**config.mk**
```make
export PLATFORM = sky130hd
export DESIGN_NAME = piece_move_ctrl_flat
export DESIGN_NICKNAME = d
export VERILOG_FILES = /design/src/rtl/piece_move_ctrl_if.sv /design/src/rtl/piece_move_ctrl.sv /design/src/flat_wrapper.sv
export SDC_FILE = /design/constraint.sdc
export NUM_CORES = 1
export LEC_CHECK = 0
export BUFFER_PORTS_ARGS = -buffer_cell sky130_fd_sc_hd__buf_2
export CORE_AREA = 2 2 66 68
export DETAILED_ROUTE_END_ITERATION = 8
export DIE_AREA = 0 0 68 70
export GPL_TIMING_DRIVEN = 0
export PLACE_DENSITY = 0.64
export SYNTH_ARGS = -nofsm -noshare
export SYNTH_HDL_FRONTEND = slang
export SYNTH_SLANG_ARGS = --single-unit
```
**constraint.sdc**
```tcl
create_clock -name iVGA_CLK -period 3.05 [get_ports iVGA_CLK]
set_clock_uncertainty 0.05 [all_clocks]
set_input_delay 0.61 -clock iVGA_CLK [delete_from_list [all_inputs] [get_ports iVGA_CLK]]
set_output_delay 0.61 -clock iVGA_CLK [all_outputs]
set_load 0.01 [all_outputs]
```
**src/rtl/piece_move_ctrl_if.sv**
```systemverilog
// Signal bundle between the piece controller and its frame/button source.
// The master drives sync and buttons; the slave returns piece position.
interface piece_move_ctrl_if;
    logic       iVS;
    logic [3:0] move;
    logic [3:0] oCellX;
    logic [4:0] oCellY;
    logic [9:0] oPixX;
    logic [8:0] oPixY;
    logic       oLanded;

    modport master (
        output iVS, move,
        input  oCellX, oCellY, oPixX, oPixY, oLanded
    );

    modport slave (
        input  iVS, move,
        output oCellX, oCellY, oPixX, oPixY, oLanded
    );
endinterface

```
**src/rtl/piece_move_ctrl.sv**
```systemverilog
// Falling-piece position controller, stepped once per video frame.
// Optional macro PIECE_AUTO_REPEAT_EN adds held-button auto-repeat.
module piece_move_ctrl #(
    parameter int BOARD_W       = 10,
    parameter int BOARD_H       = 20,
    parameter int CELL_PIX      = 16,
    parameter int ORG_X         = 240,
    parameter int ORG_Y         = 80,
    parameter int DROP_FRAMES   = 30,
    parameter int REPEAT_FRAMES = 8
) (
    input  logic             iVGA_CLK,
    input  logic             iRST_n,
    piece_move_ctrl_if.slave bus
);

    typedef enum logic [1:0] {WAIT, MOVE, FALL, LAND} state_t;

    localparam int GW = $clog2(DROP_FRAMES + 1);
    localparam logic [3:0]    X_HOME = 4'(BOARD_W / 2);
    localparam logic [3:0]    X_MAX  = 4'(BOARD_W - 1);
    localparam logic [4:0]    Y_MAX  = 5'(BOARD_H - 1);
    localparam logic [GW-1:0] G_TOP  = GW'(DROP_FRAMES - 1);

    state_t        state_q, state_d;
    logic          vs_q, tick_q;
    logic [3:0]    mprev_q, mprev_d;
    logic [3:0]    press_q, press_d;
    logic          drop_q, drop_d;
    logic [GW-1:0] grav_q, grav_d;
    logic [3:0]    x_q, x_d;
    logic [4:0]    y_q, y_d;
    logic          land_q, land_d;

`ifdef PIECE_AUTO_REPEAT_EN
    localparam int RW = $clog2(REPEAT_FRAMES + 1);
    localparam logic [RW-1:0] R_TOP = RW'(REPEAT_FRAMES - 1);

    logic [2:0][RW-1:0] hold_q, hold_d;

    // Per-button hold counters; only left, right and soft drop repeat
    always_ff @(posedge iVGA_CLK or negedge iRST_n) begin
        if (!iRST_n) hold_q <= '0;
        else         hold_q <= hold_d;
    end
`endif

    // Frame tick: registered falling edge of vertical sync
    always_ff @(posedge iVGA_CLK or negedge iRST_n) begin
        if (!iRST_n) begin
            vs_q   <= 1'b1;
            tick_q <= 1'b0;
        end else begin
            vs_q   <= bus.iVS;
            tick_q <= vs_q & ~bus.iVS;
        end
    end

    // FSM and datapath state register
    always_ff @(posedge iVGA_CLK or negedge iRST_n) begin
        if (!iRST_n) begin
            state_q <= WAIT;
            mprev_q <= '0;
            press_q <= '0;
            drop_q  <= 1'b0;
            grav_q  <= '0;
            x_q     <= X_HOME;
            y_q     <= '0;
            land_q  <= 1'b0;
        end else begin
            state_q <= state_d;
            mprev_q <= mprev_d;
            press_q <= press_d;
            drop_q  <= drop_d;
            grav_q  <= grav_d;
            x_q     <= x_d;
            y_q     <= y_d;
            land_q  <= land_d;
        end
    end

    // Next state: latch presses at tick, shift sideways, then apply gravity
    always_comb begin
        state_d = state_q;
        mprev_d = mprev_q;
        press_d = press_q;
        drop_d  = drop_q;
        grav_d  = grav_q;
        x_d     = x_q;
        y_d     = y_q;
        land_d  = 1'b0;
`ifdef PIECE_AUTO_REPEAT_EN
        hold_d  = hold_q;
`endif
        unique case (state_q)
            WAIT: begin
                if (tick_q) begin
                    state_d = MOVE;
                    mprev_d = bus.move;
                    press_d = bus.move & ~mprev_q;
`ifdef PIECE_AUTO_REPEAT_EN
                    for (int b = 0; b < 3; b++) begin
                        if (bus.move[b] && mprev_q[b]) begin
                            if (hold_q[b] == R_TOP) begin
                                hold_d[b]  = '0;
                                press_d[b] = 1'b1;
                            end else begin
                                hold_d[b] = hold_q[b] + RW'(1);
                            end
                        end else begin
                            hold_d[b] = '0;
                        end
                    end
`endif
                    if (grav_q == G_TOP) begin
                        grav_d = '0;
                        drop_d = 1'b1;
                    end else begin
                        grav_d = grav_q + GW'(1);
                        drop_d = 1'b0;
                    end
                    if (press_d[2]) begin
                        grav_d = '0;
                        drop_d = 1'b1;
                    end
                end
            end
            MOVE: begin
                state_d = FALL;
                if (press_q[0] && !press_q[1] && x_q != 4'd0)
                    x_d = x_q - 4'd1;
                else if (press_q[1] && !press_q[0] && x_q != X_MAX)
                    x_d = x_q + 4'd1;
            end
            FALL: begin
                if (press_q[3]) begin
                    y_d     = Y_MAX;
                    state_d = LAND;
                    land_d  = 1'b1;
                end else if (drop_q && y_q < Y_MAX) begin
                    y_d     = y_q + 5'd1;
                    state_d = WAIT;
                end else if (drop_q) begin
                    state_d = LAND;
                    land_d  = 1'b1;
                end else begin
                    state_d = WAIT;
                end
            end
            LAND: begin
                x_d     = X_HOME;
                y_d     = '0;
                grav_d  = '0;
                state_d = WAIT;
            end
            default: state_d = WAIT;
        endcase
    end

    assign bus.oCellX  = x_q;
    assign bus.oCellY  = y_q;
    assign bus.oLanded = land_q;
    assign bus.oPixX   = 10'(ORG_X) + 10'(x_q) * 10'(CELL_PIX);
    assign bus.oPixY   = 9'(ORG_Y) + 9'(y_q) * 9'(CELL_PIX);

endmodule

```
**src/flat_wrapper.sv**
```systemverilog
// flat-port wrapper written by rule: the top's interface ports become plain ports
module piece_move_ctrl_flat 
#(
    parameter int BOARD_W       = 10,
    parameter int BOARD_H       = 20,
    parameter int CELL_PIX      = 16,
    parameter int ORG_X         = 240,
    parameter int ORG_Y         = 80,
    parameter int DROP_FRAMES   = 30,
    parameter int REPEAT_FRAMES = 8
)
  (iVGA_CLK, iRST_n, bus_iVS, bus_move, bus_oCellX, bus_oCellY, bus_oPixX, bus_oPixY, bus_oLanded);
  piece_move_ctrl_if bus_i ();
  input  logic iVGA_CLK;
  input  logic iRST_n;
  input wire logic [$bits(bus_i.iVS)-1:0] bus_iVS;
  input wire logic [$bits(bus_i.move)-1:0] bus_move;
  output wire logic [$bits(bus_i.oCellX)-1:0] bus_oCellX;
  output wire logic [$bits(bus_i.oCellY)-1:0] bus_oCellY;
  output wire logic [$bits(bus_i.oPixX)-1:0] bus_oPixX;
  output wire logic [$bits(bus_i.oPixY)-1:0] bus_oPixY;
  output wire logic [$bits(bus_i.oLanded)-1:0] bus_oLanded;
  assign bus_i.iVS = bus_iVS;
  assign bus_i.move = bus_move;
  assign bus_oCellX = bus_i.oCellX;
  assign bus_oCellY = bus_i.oCellY;
  assign bus_oPixX = bus_i.oPixX;
  assign bus_oPixY = bus_i.oPixY;
  assign bus_oLanded = bus_i.oLanded;
  piece_move_ctrl #(.BOARD_W(BOARD_W), .BOARD_H(BOARD_H), .CELL_PIX(CELL_PIX), .ORG_X(ORG_X), .ORG_Y(ORG_Y), .DROP_FRAMES(DROP_FRAMES), .REPEAT_FRAMES(REPEAT_FRAMES)) u_core (.iVGA_CLK(iVGA_CLK), .iRST_n(iRST_n), .bus(bus_i));
endmodule
```
Word level (Yosys, flattened, before mapping)
Index checks and enable logic that the tools add are counted.

Equal/unequal tests: 8. Magnitude comparators: 1. Muxes and demuxes: 21. Add/sub/neg operators: 6. Bitwise gates (word level): 4. Reduce and logical (&&, ||, !) cells: 16.

Operator list (number): 5-bit two-way mux (5); 5-bit case mux with 2 select lines (2); 5-bit by 1-bit adder with 5-bit output (second input constant) (2); 7-bit by 9-bit adder with 9-bit output (first input constant) (1); 8-bit by 8-bit adder with 9-bit output (first input constant) (1); 2-bit two-way mux (4); 4-bit two-way mux (2); 2-bit case mux with 4 select lines (1); 4-bit case mux with 2 select lines (1); 2-bit AND reduction (4); 1-bit two-way mux (6); 3-bit by 1-bit inequality test with 1-bit output (second input constant) (2); 2-bit nonzero test (3); 5-bit equality test (second input constant) (1); 1-bit logical AND (5); 5-bit less-than comparator (second input constant) (1); 4-bit by 1-bit adder with 4-bit output (second input constant) (1); 4-bit bitwise AND (1); 2-bit equality test (second input constant) (2); 4-bit inequality test (second input constant) (1); 4-bit inverter (1); 4-bit nonzero test (1); 4-bit by 1-bit subtractor with 4-bit output (second input constant) (1); 2-bit by 1-bit equality test with 1-bit output (second input constant) (1); 5 further kinds (6).

Word-level logic and storage cells: 66. Bits of input ports: 7. Output and inout port bits: 29. Bits in registers: 28.

Longest topological paths before layout
Gate-level depths: netlist of run 1.

Depth after elaboration: 6. Mapped depth: 12. Depth with buffers taken out: 11.

Worst setup path after synthesis of run 1
Ideal clock, no wire load.

Path type: reg-to-reg. From: reg u_core.x_q[0], in the netlist u_core.bus.oCellX[0]. To: reg u_core.x_q[2], in the netlist u_core.bus.oCellX[2]. Path slack: 0.377 ns. Setup time: 0.060 ns. Cell stages (with the launch flop): 12. Data required time: 2.940 ns. Buffers on the path: 0. Period minus slack after synthesis: 2.673 ns. Arrival: 2.562 ns. Cell sequence: dfstp_2 > inv_1 > ha_1 > nor2b_1 > nand2b_1 > nand3_1 > xnor2_1 > ha_1 > or4_1 > a21oi_1 > nand4b_1 > o221a_2.

Word-level cells in the longest chain between the ends: 4. Elaborated cells between the ends (all ways): 11. Classes of those cells: 2 x add/sub; 2 x eq/ne; 3 x mux; 4 x reduce/logical.

Ends and longest elaborated chain: start, declared (line piece_move_ctrl.sv:31) `logic [3:0] x_q, x_d;`; start signal, assigned (line piece_move_ctrl.sv:67) `x_q <= X_HOME;`; start signal, assigned (line piece_move_ctrl.sv:76) `x_q <= x_d;`; 4-bit by 1-bit adder with 4-bit output, or another cell as far along (line piece_move_ctrl.sv:133) `x_d = x_q + 4'd1;`; 4-bit two-way mux, or another cell as far along (line piece_move_ctrl.sv:132) `else if (press_q[1] && !press_q[0] && x_q != X_MAX)`; 4-bit two-way mux / 3-bit by 1-bit inequality test with 1-bit output (equally long branches); 4-bit case mux with 2 select lines / 2-bit AND reduction (equally long branches).

Several ways; a longest one is shown, not always the timed one. The select of a mux whose other input is x is not followed. A chain may end at the register's enable or synchronous reset.

Worst setup path in the final report of run 1
Same ends and word-level chain as after synthesis.

==> results_dict.tcl, run 1 <==
set metrics [dict create \
    yosysWarnings 0 \
    setup_viol 0 \
    die_x_um 68 \
    r2r_slack_ns 0.28 \
    antenna_left 0 \
    dpl.hpwl_um 2243 \
    grt_pass1_wl_um 5409 \
    drv_cap 0 \
    synth_most_common_cell "dfrtp_1" \
    io_buffers 26 \
    cts_buffers 3 \
    fin_crit_ns 2.767 \
    num_vias 1300 \
    ys_types 47 \
    synthArstFlopShare 1.000 \
    ys_top_cells_by_area "dfrtp_1, dfstp_2, ha_1" \
    ys_seq_area_frac 0.4193 \
    drive_gt1_frac 0.2788 \
    slew_viol_final 0 \
    wire_per_inst_um 11.82 \
    ys_ff_latch 27 \
    clk-insertion-delay-late_ns 0.27 \
    routed_wl_um 3073 \
    post_drt_via_cell_ratio 5.000 \
    startpoint_type "flop" \
    cts_num_sinks 27 \
    r2r_end "u_core.bus.oCellX[2]" \
    synth_top_area_share 0.3707 \
    cts_resized 0 \
    final_area_um2 1894 \
    r2r_cells 11 \
    status "completed" \
    cts_hold_buffers 0 \
    firstDrtPassIters 4 \
    fin_setup_tns_ns 0 \
    final.period_utilization 0.9072 \
    syn_area_per_cell_um2 9.531 \
    fp.dieH_um 70 \
    power.leakage_uw 0.0009064 \
    worst_pin_slew_ns 0.5821 \
    first_global_vias 1138 \
    area_growth_syn_to_layout_pct 16.91 \
    gp_congestion 0.8358 \
    placed_cell_area_um2 1846 \
    fp.coreArea_um2 4144 \
    dieArea_um2 4760 \
    overflow 0 \
    synth_cells 170 \
    num_rows 24 \
    maxSlewHeadroom 0.6119 \
    required_ns 3.22 \
    cellPowerDensity_nw_per_um2 930.9 \
    finalHoldViolCount 0 \
    cp.arrival_ns 2.94 \
    synth_common_cells "dfrtp_1, nand2_1, a21oi_1, inv_1, o21ai_0" \
    antenna_found_initial 0 \
    drt-initial-drc-count 87 \
    rsz0062_at_grt "no" \
    netlist_area_um2 1620 \
    ir_drop_mv 0.4662 \
    worst-path-max-fanout 9 \
    initial_core_util 0.3910 \
    fill_cells 426 \
    critical_path_class "flop to flop" \
    cts_tree "yes" \
    ios 36 \
    root_buffer "clkbuf_8" \
    drc_errors 0 \
    fin_nets 222 \
    synth-edff-count 0 \
    rr_startpoint "u_core.bus.oCellX[0]" \
    cts.clk_slew.worst_paths_ns 0.10 \
    grt_max_degree 28 \
    yosysTopAreaCell "dfrtp_1" \
    grt.total_usage 0.1444 \
    cp-end-kind "flop" \
    clockBufferDepth 2 \
    ys.flop_type "dfrtp_1" \
    hp-class "input port to asynchronous set/reset pin" \
    cts_setup_buffers 0 \
    n_antenna_cell 0 \
    cts_max_level 1 \
    fmax_mhz 361.4 \
]
[critical path, cell delays in order, from the launching register on]
cell and delay [ns]:
dfstp_2 0.63, inv_1 0.11, ha_1 0.25, nor2b_1 0.18, nand2b_1 0.10, nand3_1 0.10
xnor2_1 0.14, ha_1 0.23, or4_1 0.49, a21oi_1 0.13, nand4b_1 0.12, o221a_2 0.19
[state kept, by name, indices dropped and copies added, names as in the netlist]
register            flops
u_core.bus.oCellX       4
u_core.vs_q             1
u_core.state_q          2
u_core.grav_q           5
u_core.drop_q           1
u_core.press_q          3
u_core.tick_q           1
u_core.mprev_q          4
u_core.bus.oLanded      1
u_core.bus.oCellY       5
[metrics by stage]
stage | hold slack [ns] | worst slack, ns | total power [uW] | util | std cells
floorplan | 0.2644 | 0.3774 | 1302 | - | 178
global placement | 0.4297 | 0.3264 | 1558 | 0.4454 | 256
detailed placement | 0.4364 | 0.3077 | 1573 | 0.4454 | 256
CTS | 0.3009 | 0.2633 | 1783 | 0.4571 | 260
global route | 0.3243 | 0.04305 | 1952 | 0.4571 | 260
finish | 0.2736 | 0.2832 | 1763 | 0.4571 | 260
[kinds of logic after synthesis]
group,Yosys count,share of synthesized area
AOI/OAI and AO/OA,46,0.1931
muxes,4,0.02780
DFF,27,0.4193
and+or+nand+nor,53,0.1846
adders and majority gates,6,0.04633
xor gates and xnor gates,7,0.03784
buffers and inverters,26,0.08880
other,1,0.002314
[routing by layer]
metal	up-vias	GRT usage	routed length, um
met2	23	0.2201	1475
met1	612	0.2100	1460
met5	-	0	0
met4	0	0.04000	22
li1	663	-	-
met3	2	0.02415	115
[worst max-delay path by stage]
stage	startpoint	cells past startpoint	slack [ns]	endpoint
floorplan	u_core.bus.oCellX[0]	11	0.38	u_core.bus.oCellX[2]
global placement	u_core.bus.oCellX[0]	11	0.33	u_core.bus.oCellX[2]
detailed placement	u_core.bus.oCellX[0]	11	0.31	u_core.bus.oCellX[2]
CTS	u_core.bus.oCellX[0]	11	0.26	u_core.bus.oCellX[2]
global route	u_core.bus.oCellX[1]	12	0.04	u_core.bus.oCellX[2]
finish	u_core.bus.oCellX[0]	11	0.28	u_core.bus.oCellX[2]
[cell type report]
type / count / area [um2] / share of cell area
buffer: 16 / 106.4 / 0.05614
clock buffer: 3 / 41.29 / 0.02180
clock inverter: 1 / 7.507 / 0.003963
inverter: 10 / 37.54 / 0.01982
multi-input combinational: 125 / 827.0 / 0.4366
sequential: 27 / 679.4 / 0.3587
tap: 52 / 65.06 / 0.03435
timing repair buffer: 26 / 130.1 / 0.06869
[where the power goes]
| part | leakage, uW | switching (uW) | total, uW | internal [uW] |
|---|---|---|---|---|
| clock network | 0.0000217 | 113 | 206 | 92.7 |
| logic | 0.000559 | 495 | 913 | 418 |
| registers | 0.000325 | 143 | 644 | 502 |
| total | 0.000906 | 751 | 1760 | 1010 |
[placed cells by master, fill, tap and decap left out, types with 2 or more instances in the layout]
| cell | synthesis | routed |
|---|---|---|
| conb_1 | 1 | 9 |
| nand3_1 | 7 | 7 |
| ha_1 | 6 | 6 |
| nor2b_1 | 4 | 4 |
| a21oi_1 | 11 | 11 |
| nor2_1 | 5 | 5 |
| nand4b_1 | 2 | 2 |
| dfrtp_1 | 24 | 24 |
| xnor2_1 | 4 | 4 |
| nand3b_1 | 3 | 3 |
| xor2_1 | 3 | 3 |
| nand2_1 | 15 | 15 |
| clkbuf_8 | 0 | 3 |
| o21a_1 | 3 | 3 |
| a21o_1 | 3 | 3 |
| buf_4 | 9 | 9 |
| nor3_1 | 4 | 4 |
| o21bai_1 | 2 | 2 |
| clkbuf_1 | 2 | 2 |
| nand2b_1 | 4 | 4 |
| o21ai_0 | 10 | 10 |
| and3b_1 | 2 | 2 |
| o31ai_1 | 4 | 4 |
| dfstp_2 | 3 | 3 |
| buf_2 | 4 | 30 |
| mux2_2 | 4 | 4 |
| inv_1 | 10 | 10 |
No activity file was read; power rests on OpenSTA's default activity.
==> inputs of run 2 (changes only) <==
==> constraint.sdc (replaced) <==
create_clock -name iVGA_CLK -period 2.9 [get_ports iVGA_CLK]
set_clock_uncertainty 0.05 [all_clocks]
set_input_delay 0.58 -clock iVGA_CLK [delete_from_list [all_inputs] [get_ports iVGA_CLK]]
set_output_delay 0.58 -clock iVGA_CLK [all_outputs]
set_load 0.01 [all_outputs]
==> results_dict.tcl, run 2 (same netlist as run 1, synthesis figures left out) <==
set metrics [dict create \
    clk-insertion-delay-late_ns 0.27 \
    finalHoldViolCount 0 \
    cts_tree "yes" \
    required_ns 3.07 \
    worst-path-max-fanout 10 \
    fin_nets 224 \
    instances_no_fill 262 \
    drive_gt1_frac 0.2905 \
    crit_top_cell "ha_1" \
    firstDrtPassIters 4 \
    hp-class "input port to asynchronous set/reset pin" \
    cellPowerDensity_nw_per_um2 979.9 \
    drt-initial-drc-count 90 \
    slew_viol_final 0 \
    first_global_vias 1138 \
    n_antenna_cell 0 \
    die_x_um 68 \
    worst_pin_slew_ns 0.5822 \
    cts_num_sinks 27 \
    root_buffer "clkbuf_8" \
    startpoint_type "flop" \
    grt_max_degree 28 \
    finalPower_uw 1873 \
    num_vias 1316 \
    dpl.hpwl_um 2243 \
    fin_crit_ns 2.690 \
    overflow 0 \
    cts.clk_slew.worst_paths_ns 0.10 \
    grt_pass1_wl_um 5409 \
    power.leakage_uw 0.0009170 \
    fmax_mhz 371.8 \
    cts_buffers 3 \
    area_growth_syn_to_layout_pct 17.99 \
    rsz0062_at_grt "no" \
    critical_path_class "flop to flop" \
    gp_congestion 0.8358 \
    crit_cells 12 \
    wire_per_inst_um 11.81 \
    setup_viol 0 \
    cp-end-kind "flop" \
    dp_cells 256 \
    grt.total_usage 0.1444 \
    fin_setup_tns_ns 0 \
    ir_drop_mv 0.4906 \
    status "completed" \
    antenna_left 0 \
    cpPeakStageDelay_ns 0.49 \
    final.period_utilization 0.9275 \
    drv_cap 0 \
    antenna_found_initial 0 \
    drc_errors 0 \
    maxSlewHeadroom 0.6118 \
    clockBufferDepth 2 \
    fp.coreArea_um2 4144 \
    r2r_cells 12 \
    ios 36 \
    num_rows 24 \
    cp.arrival_ns 2.86 \
    cp_cell_sequence "buf_2, inv_1, ha_1, nor2b_2, nand2b_1, nand3_1, xnor2_1, ha_1, or4_1, a21oi_1, nand4b_1, o221a_2" \
    routed_wl_um 3095 \
    layout_commonest_cell "buf_2" \
    dieArea_um2 4760 \
    io_buffers 26 \
    critical_path_buf_inv_count 2 \
    slowest_stage "or4_1" \
    cts_max_level 1 \
    final_cell_mix "buf_2, dfrtp_1, nand2_1, a21oi_1, buf_4" \
    initial_core_util 0.3910 \
    post_drt_via_cell_ratio 5.023 \
    fp.dieH_um 70 \
    cts_hold_buffers 0 \
    cp_top_family "simple AND/OR/NAND/NOR gates" \
]
run 2: cell types whose count changed in the layout (fill, tap and decap cells not counted):
cell,change
buf_4,+2
nor2b_2,+1
nor2b_1,-1
run 2: repair_timing:
action	in CTS	in global routing
gates resized for setup	0	1
setup buffers	0	2
endpoints found under the setup margin	0	1
run 2: routing by layer:
| metal | GRT usage | routed length [um] | vias to the layer above |
|---|---|---|---|
| met4 | 0.04000 | 22 | 0 |
| met2 | 0.2201 | 1464 | 22 |
| met1 | 0.2100 | 1498 | 625 |
| met3 | 0.02415 | 109 | 2 |
| li1 | - | - | 667 |
| met5 | 0 | 0 | - |
run 2: worst paths after layout:
check / slack (ns) / end / start
hold reg to reg: 0.46 / u_core.tick_q / u_core.vs_q
setup reg to reg: 0.21 / u_core.bus.oCellX[2] / u_core.bus.oCellX[1]
max in group asynchronous: 2.17 / u_core.press_q[1] / iRST_n
setup / recovery: 0.21 / u_core.bus.oCellX[2] / u_core.bus.oCellX[1]
hold / removal: 0.24 / u_core.bus.oCellY[0] / iRST_n
min in group iVGA_CLK: 0.35 / u_core.vs_q / bus_iVS
run 2: power by group:
| part | switching (uW) | internal (uW) | leakage [uW] | total (uW) |
|---|---|---|---|---|
| registers | 142 | 527 | 0.000325 | 669 |
| logic | 535 | 452 | 0.000570 | 988 |
| clock network | 119 | 97.5 | 0.0000217 | 216 |
| total | 796 | 1080 | 0.000917 | 1870 |
run 2: metrics by stage:
step	setup WS (ns)	hold WS (ns)	util	cell area (um2)
final	0.2103	0.2438	0.4614	1912
after global routing	0.005126	0.2943	0.4614	1912
after CTS	0.1133	0.2709	0.4571	1894
after global placement	0.1764	0.4297	0.4454	1846
after detailed placement	0.1577	0.4364	0.4454	1846
after floorplan	0.2274	0.2344	-	1650
run 2: worst register-to-register path, stage by stage (launching register included):
cell and delay, ns:
dfrtp_1 0.35, buf_2 0.21, inv_1 0.11, ha_1 0.24, nor2b_2 0.19, nand2b_1 0.09
nand3_1 0.10, xnor2_1 0.14, ha_1 0.23, or4_1 0.49, a21oi_1 0.14, nand4b_1 0.13
o221a_2 0.19
run 2: final cells by class:
class	count	area, um2
sequential	27	679.4
tap	52	65.06
fill	423	2232
buffer	16	106.4
multi-input combinational	125	829.5
clock buffer	3	41.29
clock inverter	1	7.507
inverter	10	37.54
timing repair buffer	28	145.1
==> inputs of run 3 (changes only) <==
--- a/config.mk
+++ b/config.mk
@@ -10,7 +10,6 @@
 export DETAILED_ROUTE_END_ITERATION = 8
 export DIE_AREA = 0 0 68 70
 export GPL_TIMING_DRIVEN = 0
-export PLACE_DENSITY = 0.64
 export SYNTH_ARGS = -nofsm -noshare
 export SYNTH_HDL_FRONTEND = slang
 export SYNTH_SLANG_ARGS = --single-unit
==> results_dict.tcl, run 3 (same netlist as run 1, synthesis figures left out) <==
set metrics [dict create \
    status "completed" \
    io_buffers 26 \
    drive_gt1_frac 0.2905 \
    grt_max_degree 28 \
    setup_viol 0 \
    final_cell_mix "buf_2, dfrtp_1, nand2_1, a21oi_1, buf_4" \
    cp.arrival_ns 2.90 \
    final_core_util 0.4614 \
    overflow 0 \
    maxSlewHeadroom 0.6026 \
    finalHoldViolCount 0 \
    cp_top_family "simple AND/OR/NAND/NOR gates" \
    worst-path-max-fanout 7 \
    antenna_found_initial 0 \
    power.leakage_uw 0.0009170 \
    slowest_stage "dfstp_2" \
    routed_wl_um 3126 \
    dieArea_um2 4760 \
    fin_crit_ns 2.722 \
    fp.dieH_um 70 \
    crit_top_cell "ha_1" \
    r2r_slack_ns 0.18 \
    clk-insertion-delay-late_ns 0.28 \
    cp_cell_sequence "inv_1, ha_1, nor2b_2, nand2b_1, nand3_1, xnor2_1, ha_1, or4_1, a21oi_1, nand4b_1, o221a_2" \
    fmax_mhz 367.4 \
    fin_setup_tns_ns 0 \
    grt.total_usage 0.1516 \
    cp-end-kind "flop" \
    area_growth_syn_to_layout_pct 17.99 \
    final.period_utilization 0.9387 \
    die_x_um 68 \
    placed_cell_area_um2 1846 \
    cpPeakStageDelay_ns 0.60 \
    cellPowerDensity_nw_per_um2 982.9 \
    cts_max_level 1 \
    drv_cap 0 \
    grt_pass1_wl_um 5782 \
    worst_pin_slew_ns 0.5961 \
    root_buffer "clkbuf_8" \
    first_global_vias 1280 \
    multi_input_area_um2 829.5 \
    required_ns 3.07 \
    rsz0062_at_grt "no" \
    post_drt_via_cell_ratio 5.023 \
    dpl.hpwl_um 2248 \
    clockBufferDepth 2 \
    fin_nets 224 \
    antenna_left 0 \
    final_area_um2 1912 \
    n_antenna_cell 0 \
    layout_commonest_cell "buf_2" \
    cts_tree "yes" \
    ios 36 \
    critical_path_class "flop to flop" \
    hp-class "input port to asynchronous set/reset pin" \
    cts_buffers 3 \
    cts_hold_buffers 0 \
    slew_viol_final 0 \
    cts.clk_slew.worst_paths_ns 0.10 \
    num_rows 24 \
    firstDrtPassIters 4 \
    regArea_um2 679.4 \
    critical_path_buf_inv_count 1 \
    wire_per_inst_um 11.93 \
    drc_errors 0 \
    gp_congestion 0.7786 \
    fill_cells 423 \
    num_vias 1316 \
    cts_num_sinks 27 \
    fp.coreArea_um2 4144 \
    initial_core_util 0.3910 \
    startpoint_type "flop" \
    drt-initial-drc-count 75 \
    ir_drop_mv 0.3195 \
]
==> run 3: layout make-up <==
| class | instances | area share |
|---|---|---|
| multi-input combinational | 125 | 0.4339 |
| sequential | 27 | 0.3554 |
| timing repair buffer | 28 | 0.07592 |
| buffer | 16 | 0.05563 |
| tap | 52 | 0.03403 |
| clock buffer | 3 | 0.02160 |
| inverter | 10 | 0.01963 |
| clock inverter | 1 | 0.003927 |
==> run 3: worst register-to-register path, delay by kind of cell, from the launching register on <==
family,cells,cell delay [ns]
fa+ha+maj,2,0.47
xor+xnor,1,0.14
simple gates,5,0.97
compound gates,2,0.32
buf+inv,1,0.10
flops,1,0.60
==> run 3: metrics by stage <==
step / std cells / worst slack (ns) / total power [uW] / hold slack, ns
after global routing: 262 / 0.009894 / 2079 / 0.2940
after CTS: 260 / 0.1236 / 1882 / 0.2644
after global placement: 256 / 0.1784 / 1640 / 0.4296
final: 262 / 0.1778 / 1879 / 0.2472
after floorplan: 178 / 0.2274 / 1369 / 0.2344
after detailed placement: 256 / 0.1664 / 1656 / 0.4360
==> run 3: metal layers <==
metal | GRT usage | vias to the layer above | routed length, um
met4 | 0.04000 | 0 | 32
li1 | - | 672 | -
met3 | 0.02415 | 4 | 119
met1 | 0.2175 | 616 | 1528
met5 | 0 | - | 0
met2 | 0.2352 | 24 | 1445
==> run 3: worst paths after layout <==
kind | from | end | depth (start not counted)
worst max-delay path | u_core.bus.oCellX[0] | u_core.bus.oCellX[2] | 11
worst min-delay path | iRST_n | u_core.grav_q[2] | 1
worst min register to register | u_core.mprev_q[0] | u_core.mprev_q[0] | 1
max in group asynchronous | iRST_n | u_core.press_q[1] | 1
min in group iVGA_CLK | bus_iVS | u_core.vs_q | 1
worst max register to register | u_core.bus.oCellX[0] | u_core.bus.oCellX[2] | 11
==> run 3: where the power goes <==
part | internal [uW] | total (uW) | leakage (uW) | switching [uW]
logic | 453 | 980 | 0.000570 | 527
clock network | 97.7 | 223 | 0.0000217 | 125
registers | 527 | 676 | 0.000325 | 148
total | 1080 | 1880 | 0.000917 | 801
==> run 3: repair_timing <==
item,4_1_cts,5_1_grt
buffers inserted,0,2
endpoints found under the setup margin,0,1
gates resized for setup,0,1
